===== config.mk =====
export PLATFORM = sky130hd
export DESIGN_NAME = seg7_mux_driver
export DESIGN_NICKNAME = d
export VERILOG_FILES = /design/src/rtl/seg7_pkg.sv /design/src/rtl/seg7_glyph_dec.sv /design/src/rtl/seg7_mux_driver.sv
export SDC_FILE = /design/constraint.sdc
export NUM_CORES = 1
export LEC_CHECK = 0
export BUFFER_PORTS_ARGS = -buffer_cell sky130_fd_sc_hd__buf_4
export CAP_MARGIN = 20
export CORE_UTILIZATION = 35
export CTS_BUF_LIST = sky130_fd_sc_hd__clkbuf_16
export DETAILED_ROUTE_END_ITERATION = 12
export PLACE_DENSITY_LB_ADDON = 0.05
export SLEW_MARGIN = 0
export SYNTH_ARGS = -nofsm -noshare
export SYNTH_HDL_FRONTEND = slang
export SYNTH_SLANG_ARGS = --single-unit
export TNS_END_PERCENT = 50

===== constraint.sdc =====
create_clock -name clk -period 2.5 [get_ports clk]
set_clock_uncertainty 0.15 [all_clocks]
set_input_delay 0.375 -clock clk [delete_from_list [all_inputs] [get_ports clk]]
set_output_delay 0.375 -clock clk [all_outputs]
set_load 0.1 [all_outputs]

===== src/rtl/seg7_pkg.sv =====
// Shared 7-segment glyph table (active-high, a=bit0) and the nibble decode helper.
package seg7_pkg;

  localparam logic [6:0] GLYPH_0     = 7'h3F;
  localparam logic [6:0] GLYPH_1     = 7'h06;
  localparam logic [6:0] GLYPH_2     = 7'h5B;
  localparam logic [6:0] GLYPH_3     = 7'h4F;
  localparam logic [6:0] GLYPH_4     = 7'h66;
  localparam logic [6:0] GLYPH_5     = 7'h6D;
  localparam logic [6:0] GLYPH_6     = 7'h7D;
  localparam logic [6:0] GLYPH_7     = 7'h07;
  localparam logic [6:0] GLYPH_8     = 7'h7F;
  localparam logic [6:0] GLYPH_9     = 7'h6F;
  localparam logic [6:0] GLYPH_A     = 7'h77;
  localparam logic [6:0] GLYPH_B     = 7'h7C;
  localparam logic [6:0] GLYPH_C     = 7'h39;
  localparam logic [6:0] GLYPH_D     = 7'h5E;
  localparam logic [6:0] GLYPH_E     = 7'h79;
  localparam logic [6:0] GLYPH_F     = 7'h71;
  localparam logic [6:0] GLYPH_BLANK = 7'h00;

  function automatic logic [6:0] hex_to_seg(input logic [3:0] nibble);
    case (nibble)
      4'h0:    return GLYPH_0;
      4'h1:    return GLYPH_1;
      4'h2:    return GLYPH_2;
      4'h3:    return GLYPH_3;
      4'h4:    return GLYPH_4;
      4'h5:    return GLYPH_5;
      4'h6:    return GLYPH_6;
      4'h7:    return GLYPH_7;
      4'h8:    return GLYPH_8;
      4'h9:    return GLYPH_9;
      4'hA:    return GLYPH_A;
      4'hB:    return GLYPH_B;
      4'hC:    return GLYPH_C;
      4'hD:    return GLYPH_D;
      4'hE:    return GLYPH_E;
      default: return GLYPH_F;
    endcase
  endfunction

endpackage


===== src/rtl/seg7_glyph_dec.sv =====
// Nibble to active-high 7-segment pattern; blank forces every segment off.
// Purely combinational (zero latency); no flow control.
module seg7_glyph_dec
  import seg7_pkg::*;
(
  input  logic [3:0] i_nibble,
  input  logic       i_blank,
  output logic [6:0] o_seg
);

  assign o_seg = i_blank ? GLYPH_BLANK : hex_to_seg(i_nibble);

endmodule


===== src/rtl/seg7_mux_driver.sv =====
// Time-multiplexed N-digit 7-segment driver: dead-time scan, double-buffered load, LZ suppression.
// Pins lag scan state by 1 cycle; load is always accepted and shown from the next frame boundary.
module seg7_mux_driver
  import seg7_pkg::*;
#(
  parameter int N_DIGITS       = 4,
  parameter int CLK_DIV        = 50000,
  parameter int DEAD_CYCLES    = 2,
  parameter bit SEG_ACTIVE_LOW = 1'b1,
  parameter bit DIG_ACTIVE_LOW = 1'b1,
  parameter bit LZ_BLANK       = 1'b0
) (
  input  logic                    clk,
  input  logic                    rst_n,
  input  logic                    enable,
  input  logic                    load,
  input  logic [4*N_DIGITS-1:0]   value,
  input  logic [N_DIGITS-1:0]     dp_in,
  input  logic [N_DIGITS-1:0]     blank_in,
  output logic [6:0]              seg,
  output logic                    dp,
  output logic [N_DIGITS-1:0]     dig_sel,
  output logic                    frame_done,
  output logic                    pending
);

  localparam int PW = (CLK_DIV > 1) ? $clog2(CLK_DIV) : 1;
  localparam int IW = (N_DIGITS > 1) ? $clog2(N_DIGITS) : 1;
  localparam logic [6:0]          SEG_OFF = SEG_ACTIVE_LOW ? 7'h7F : 7'h00;
  localparam logic                DP_OFF  = SEG_ACTIVE_LOW;
  localparam logic [N_DIGITS-1:0] DIG_OFF = DIG_ACTIVE_LOW ? '1 : '0;

  logic [PW-1:0]         r_presc;
  logic [IW-1:0]         r_idx;
  logic [4*N_DIGITS-1:0] r_sh_val, r_ds_val;
  logic [N_DIGITS-1:0]   r_sh_dp, r_ds_dp;
  logic [N_DIGITS-1:0]   r_sh_blank, r_ds_blank;
  logic                  r_pending;
  logic [6:0]            r_seg;
  logic                  r_dp;
  logic [N_DIGITS-1:0]   r_dig;
  logic                  r_frame_done;

  logic                  w_slot_end, w_boundary, w_lit, w_lz_run;
  logic [3:0]            w_nibble;
  logic                  w_dp_req, w_dark;
  logic [N_DIGITS-1:0]   w_lz, w_onehot;
  logic [6:0]            w_glyph;

  assign w_slot_end = (r_presc == PW'(CLK_DIV - 1));
  assign w_boundary = enable && w_slot_end && (r_idx == IW'(N_DIGITS - 1));
  assign w_lit      = (r_presc >= PW'(DEAD_CYCLES));

  // Suppression runs from the top digit down and stops at the first nonzero or dp digit.
  always_comb begin
    w_lz     = '0;
    w_lz_run = LZ_BLANK;
    for (int i = N_DIGITS - 1; i > 0; i--) begin
      if (w_lz_run && (r_ds_val[4*i +: 4] == 4'h0) && !r_ds_dp[i])
        w_lz[i] = 1'b1;
      else
        w_lz_run = 1'b0;
    end
  end

  always_comb begin
    w_nibble = 4'h0;
    w_dp_req = 1'b0;
    w_dark   = 1'b1;
    w_onehot = '0;
    for (int i = 0; i < N_DIGITS; i++) begin
      if (r_idx == IW'(i)) begin
        w_nibble    = r_ds_val[4*i +: 4];
        w_dp_req    = r_ds_dp[i];
        w_dark      = r_ds_blank[i] | w_lz[i];
        w_onehot[i] = 1'b1;
      end
    end
  end

  seg7_glyph_dec u_glyph (
    .i_nibble (w_nibble),
    .i_blank  (w_dark),
    .o_seg    (w_glyph)
  );

  always_ff @(posedge clk or negedge rst_n) begin
    if (!rst_n) begin
      r_presc      <= '0;
      r_idx        <= '0;
      r_seg        <= SEG_OFF;
      r_dp         <= DP_OFF;
      r_dig        <= DIG_OFF;
      r_frame_done <= 1'b0;
    end else if (!enable) begin
      r_presc      <= '0;
      r_idx        <= '0;
      r_seg        <= SEG_OFF;
      r_dp         <= DP_OFF;
      r_dig        <= DIG_OFF;
      r_frame_done <= 1'b0;
    end else begin
      r_presc <= w_slot_end ? '0 : r_presc + 1'b1;
      if (w_slot_end)
        r_idx <= (r_idx == IW'(N_DIGITS - 1)) ? '0 : r_idx + 1'b1;
      r_frame_done <= w_boundary;
      if (w_lit) begin
        r_seg <= SEG_ACTIVE_LOW ? ~w_glyph : w_glyph;
        r_dp  <= (w_dp_req & ~w_dark) ^ SEG_ACTIVE_LOW;
        r_dig <= DIG_ACTIVE_LOW ? ~w_onehot : w_onehot;
      end else begin
        r_seg <= SEG_OFF;
        r_dp  <= DP_OFF;
        r_dig <= DIG_OFF;
      end
    end
  end

  // The boundary transfer reads the old shadow, so a coincident load waits one more frame.
  always_ff @(posedge clk or negedge rst_n) begin
    if (!rst_n) begin
      r_sh_val   <= '0;
      r_sh_dp    <= '0;
      r_sh_blank <= '1;
      r_ds_val   <= '0;
      r_ds_dp    <= '0;
      r_ds_blank <= '1;
      r_pending  <= 1'b0;
    end else begin
      if (w_boundary && r_pending) begin
        r_ds_val   <= r_sh_val;
        r_ds_dp    <= r_sh_dp;
        r_ds_blank <= r_sh_blank;
      end
      if (load) begin
        r_sh_val   <= value;
        r_sh_dp    <= dp_in;
        r_sh_blank <= blank_in;
        r_pending  <= 1'b1;
      end else if (w_boundary) begin
        r_pending  <= 1'b0;
      end
    end
  end

  assign seg        = r_seg;
  assign dp         = r_dp;
  assign dig_sel    = r_dig;
  assign frame_done = r_frame_done;
  assign pending    = r_pending;

endmodule


==> metrics.md <==
| Metric | Value |
|---|---|
| Unique cell type count in the Yosys netlist | 45 |
| Leading register cell type out of synthesis | dfrtp_1 |
| Mapped Cells | 302 |
| # diodes | 0 |
| Clock Sinks | 80 |
| Multi-input combinational cell area | 1620 um2 |
| Worst hold path class | input port to register |
| Max-slew headroom | 0.704 |
| Final #Nets | 398 |
| Crit start category | register |
| Drt via density | 4.74 |
| Crit path capture | seg[3] |
| Leak | 2.07 nW |
| I/O Pins | 42 |
| Crit path capture type | register |
| Final hold violations | 0 |
| CTS Buf Count | 9 |
| R2r worst-path depth | 10 |
| CP required | 2.62 ns |
| Final setup viols | 0 |
| Number of port buffers | 41 |
| H-tree depth | 3 |
| DR DRC count | 0 |
| Sequential Area | 2030 um2 |
| Clock transition at path regs | 0.06 ns |
| Maximum vdd ir drop | 0.000355 V |
| Fin crit period | 2.31 ns |
| Vias in the first global route | 2420 |
| GPL Wtd Cong | 0.772 |
| Ys Warns | 0 |
| Synth Net Count | 342 |
| Post-DP HPWL | 5090 um |
| DIE HEIGHT | 105 um |
| Most common cell after layout, fill and taps aside | dfrtp_1 |
| Final Max Tran Viols | 0 |
| Adder-Cell Fraction of Synth Area | 0.0402 |
| DR WL/cell | 14.3 um |
| Flops & latches, synth | 80 |
| Max Clk Rate | 0.433 GHz |
| Core ar. | 10300 um2 |
| Die width | 105 um |
| Mux contribution to synthesized area | 0.170 |
| Initial core utilization | 0.362 |
| FF-to-FF setup slack | 0.19 ns |
| Die footprint | 11100 um2 |
| Worst Path Max Fanout | 7 |
| Power Density | 640 nW/um2 |
| R2R Path Start | r_idx[0] |
| Arr. time, crit path | 2.43 ns |
| Largest family of logic cells by synthesized area | multiplexers |
| Synth top area share | 0.402 |
| RSZ-0062 raised after global routing | false |
| Synth top area cells | dfrtp_1 40%, dfstp_2 14%, mux2_2 8.7% |
| Initial antenna violation count | 0 |
| Clock buffer depth | 2 |
| Avg Inst Size Synth | 12.4 um2 |
| CP max stage cell | a221o_2 |
| Worst setup path category | register to register |
| Initial DRT Pass Iterations | 4 |
| Final period util | 0.923 |
| Mapped Area | 3740 um2 |
| Grt total ovfl | 0 |
| Synth Area in Simple Gates | 0.134 |
| Pre-CTS setup slack | 0.0187 ns |
| CP startpoint | r_idx[0] |
| Max-Cap Viols | 0 |
| Synth Area in Compound Gates | 0.0502 |
| Least-Margin Pin Slew | 0.444 ns |
| TritonCTS clock tree | yes |
| Post-synthesis xor/xnor area fraction | 0.0351 |
| Register area share after synthesis | 0.542 |
| Most used cell, CP | nand2_1 |
| All-Layer GR Usage | 0.143 |
| Setup ws final | 0.192 ns |
| Commonest non-fill, non-tap cells in the layout | 60 x dfrtp_1, 53 x buf_4, 31 x nand2_1 |
| Post-synth EDFFs | 0 |
| DRT iter0 DRCs | 79 |
| Post-CTS setup buffers | 0 |
| CP peak stage delay | 0.42 ns |
| Setup TNS | 0 ns |
| First-pass GRT wire length | 12000 um |
| Clk_lat worst skew | 0.34 ns |
| Largest net degree at the start of global routing | 48 |
| Filler Cells Inserted | 972 |
| Std-Cell Rows | 37 |
| Via count | 2363 |
| Outcome | complete, no violations |
| WL final | 7120 um |
| Antenna viol nets, final | 0 |
| Area grow syn2layout | 23.1% |
| Synth area leader | dfrtp_1 |
| Crit path cell chain | inv_1, ha_1, nor2b_2, nand2_1, a221o_2, inv_1, ha_1, nand2_1, a32o_1, nand2_1 |
| R2r endpoint | seg[3] |
| Async SR Flop Fraction | 1.00 |
| Share of layout cells above drive strength 1 | 0.399 |
| Clk Tree Root Cell | clkbuf_16 |
metal layers:
metal	global-route usage	vias to the layer above	routed length, um
met5	0	-	0
met3	0.0458	13	231
met4	0.0624	0	157
li1	-	1165	-
met1	0.191	1148	3570
met2	0.210	37	3160
logic make-up after synthesis:
group,after synthesis
adder cells (fa/ha/maj),12
flip-flops,80
AND/OR/NAND/NOR,97
AO/OA/AOI/OAI,25
XOR/XNOR,15
multiplexers,50
buffers and inverters,23
per-stage QoR:
stage / power [mW] / hold slack, ns / cells / cell area, um2 / utilization
3_5_place_dp: 1.69 / 0.208 / 482 / 4290 / 0.415
4_1_cts: 3.00 / 0.102 / 499 / 4590 / 0.444
3_3_place_gp: 1.69 / 0.210 / 482 / 4290 / 0.415
2_1_floorplan: 1.59 / -0.0706 / 302 / 3740 / -
6_report: 2.94 / 0.114 / 499 / 4600 / 0.446
5_1_grt: 3.06 / 0.107 / 499 / 4600 / 0.446
area by class of cell:
class / count / share of cell area
sequential: 80 / 0.441
multi-input combinational: 199 / 0.352
timing repair buffer: 56 / 0.0974
clock buffer: 9 / 0.0490
tap: 136 / 0.0370
clock inverter: 7 / 0.0139
inverter: 12 / 0.00979
worst min-delay path by stage:
| stage | from | end | slack, ns | cells after the start |
|---|---|---|---|---|
| after floorplan | rst_n | frame_done | -0.07 | 0 |
| after global placement | rst_n | r_presc[12] | 0.21 | 1 |
| after detailed placement | rst_n | r_presc[12] | 0.21 | 1 |
| after CTS | dp_in[3] | r_sh_dp[3] | 0.10 | 2 |
| after global routing | dp_in[1] | r_sh_dp[1] | 0.11 | 2 |
| final | dp_in[3] | r_sh_dp[3] | 0.11 | 2 |
where the power goes:
part           internal [mW]  switching [mW]  total [mW]  leakage [nW]
logic                 0.0999           0.172       0.272         0.939
clock network          0.762           0.516        1.28         0.134
registers               1.37          0.0282        1.39         0.995
Yosys cell counts (2+ instances only):
| cell type | n |
|---|---|
| ha_1 | 12 |
| inv_1 | 12 |
| nand2_1 | 31 |
| nor2_1 | 25 |
| nor3b_1 | 6 |
| clkbuf_1 | 6 |
| o211ai_1 | 2 |
| and3_1 | 2 |
| o21ai_0 | 2 |
| nand4_1 | 3 |
| a211oi_1 | 3 |
| nor3_1 | 4 |
| nand3b_1 | 2 |
| xor2_1 | 9 |
| dfstp_2 | 20 |
| buf_2 | 3 |
| nor2b_1 | 6 |
| a21oi_1 | 3 |
| mux2_4 | 20 |
| and2_1 | 3 |
| nor4_1 | 3 |
| o31ai_1 | 2 |
| o311ai_0 | 2 |
| buf_6 | 2 |
| or4_1 | 2 |
| nand3_1 | 5 |
| dfrtp_1 | 60 |
| xnor2_1 | 6 |
| mux2_2 | 29 |
| nand2b_1 | 2 |
state kept, by name (all words and copies together), names as in the netlist, 7 cells and up:
register,count
r_ds_val,16
r_presc,16
r_sh_val,16
seg,7
critical path: cells and delay by family (launching register included):
kind,cells,cell delay (ns)
fa+ha+maj,2,0.44
simple gates,4,0.40
buf+inv,2,0.23
flops,1,0.40
compound gates,2,0.62
what timing repair did:
item,in CTS,in global routing
endpoints found under the setup margin,1,5
hold endpoints to repair,23,0
hold buffers,1,0
pin swaps,0,0
resized for setup,1,7
(Power assumes the default switching activity.)
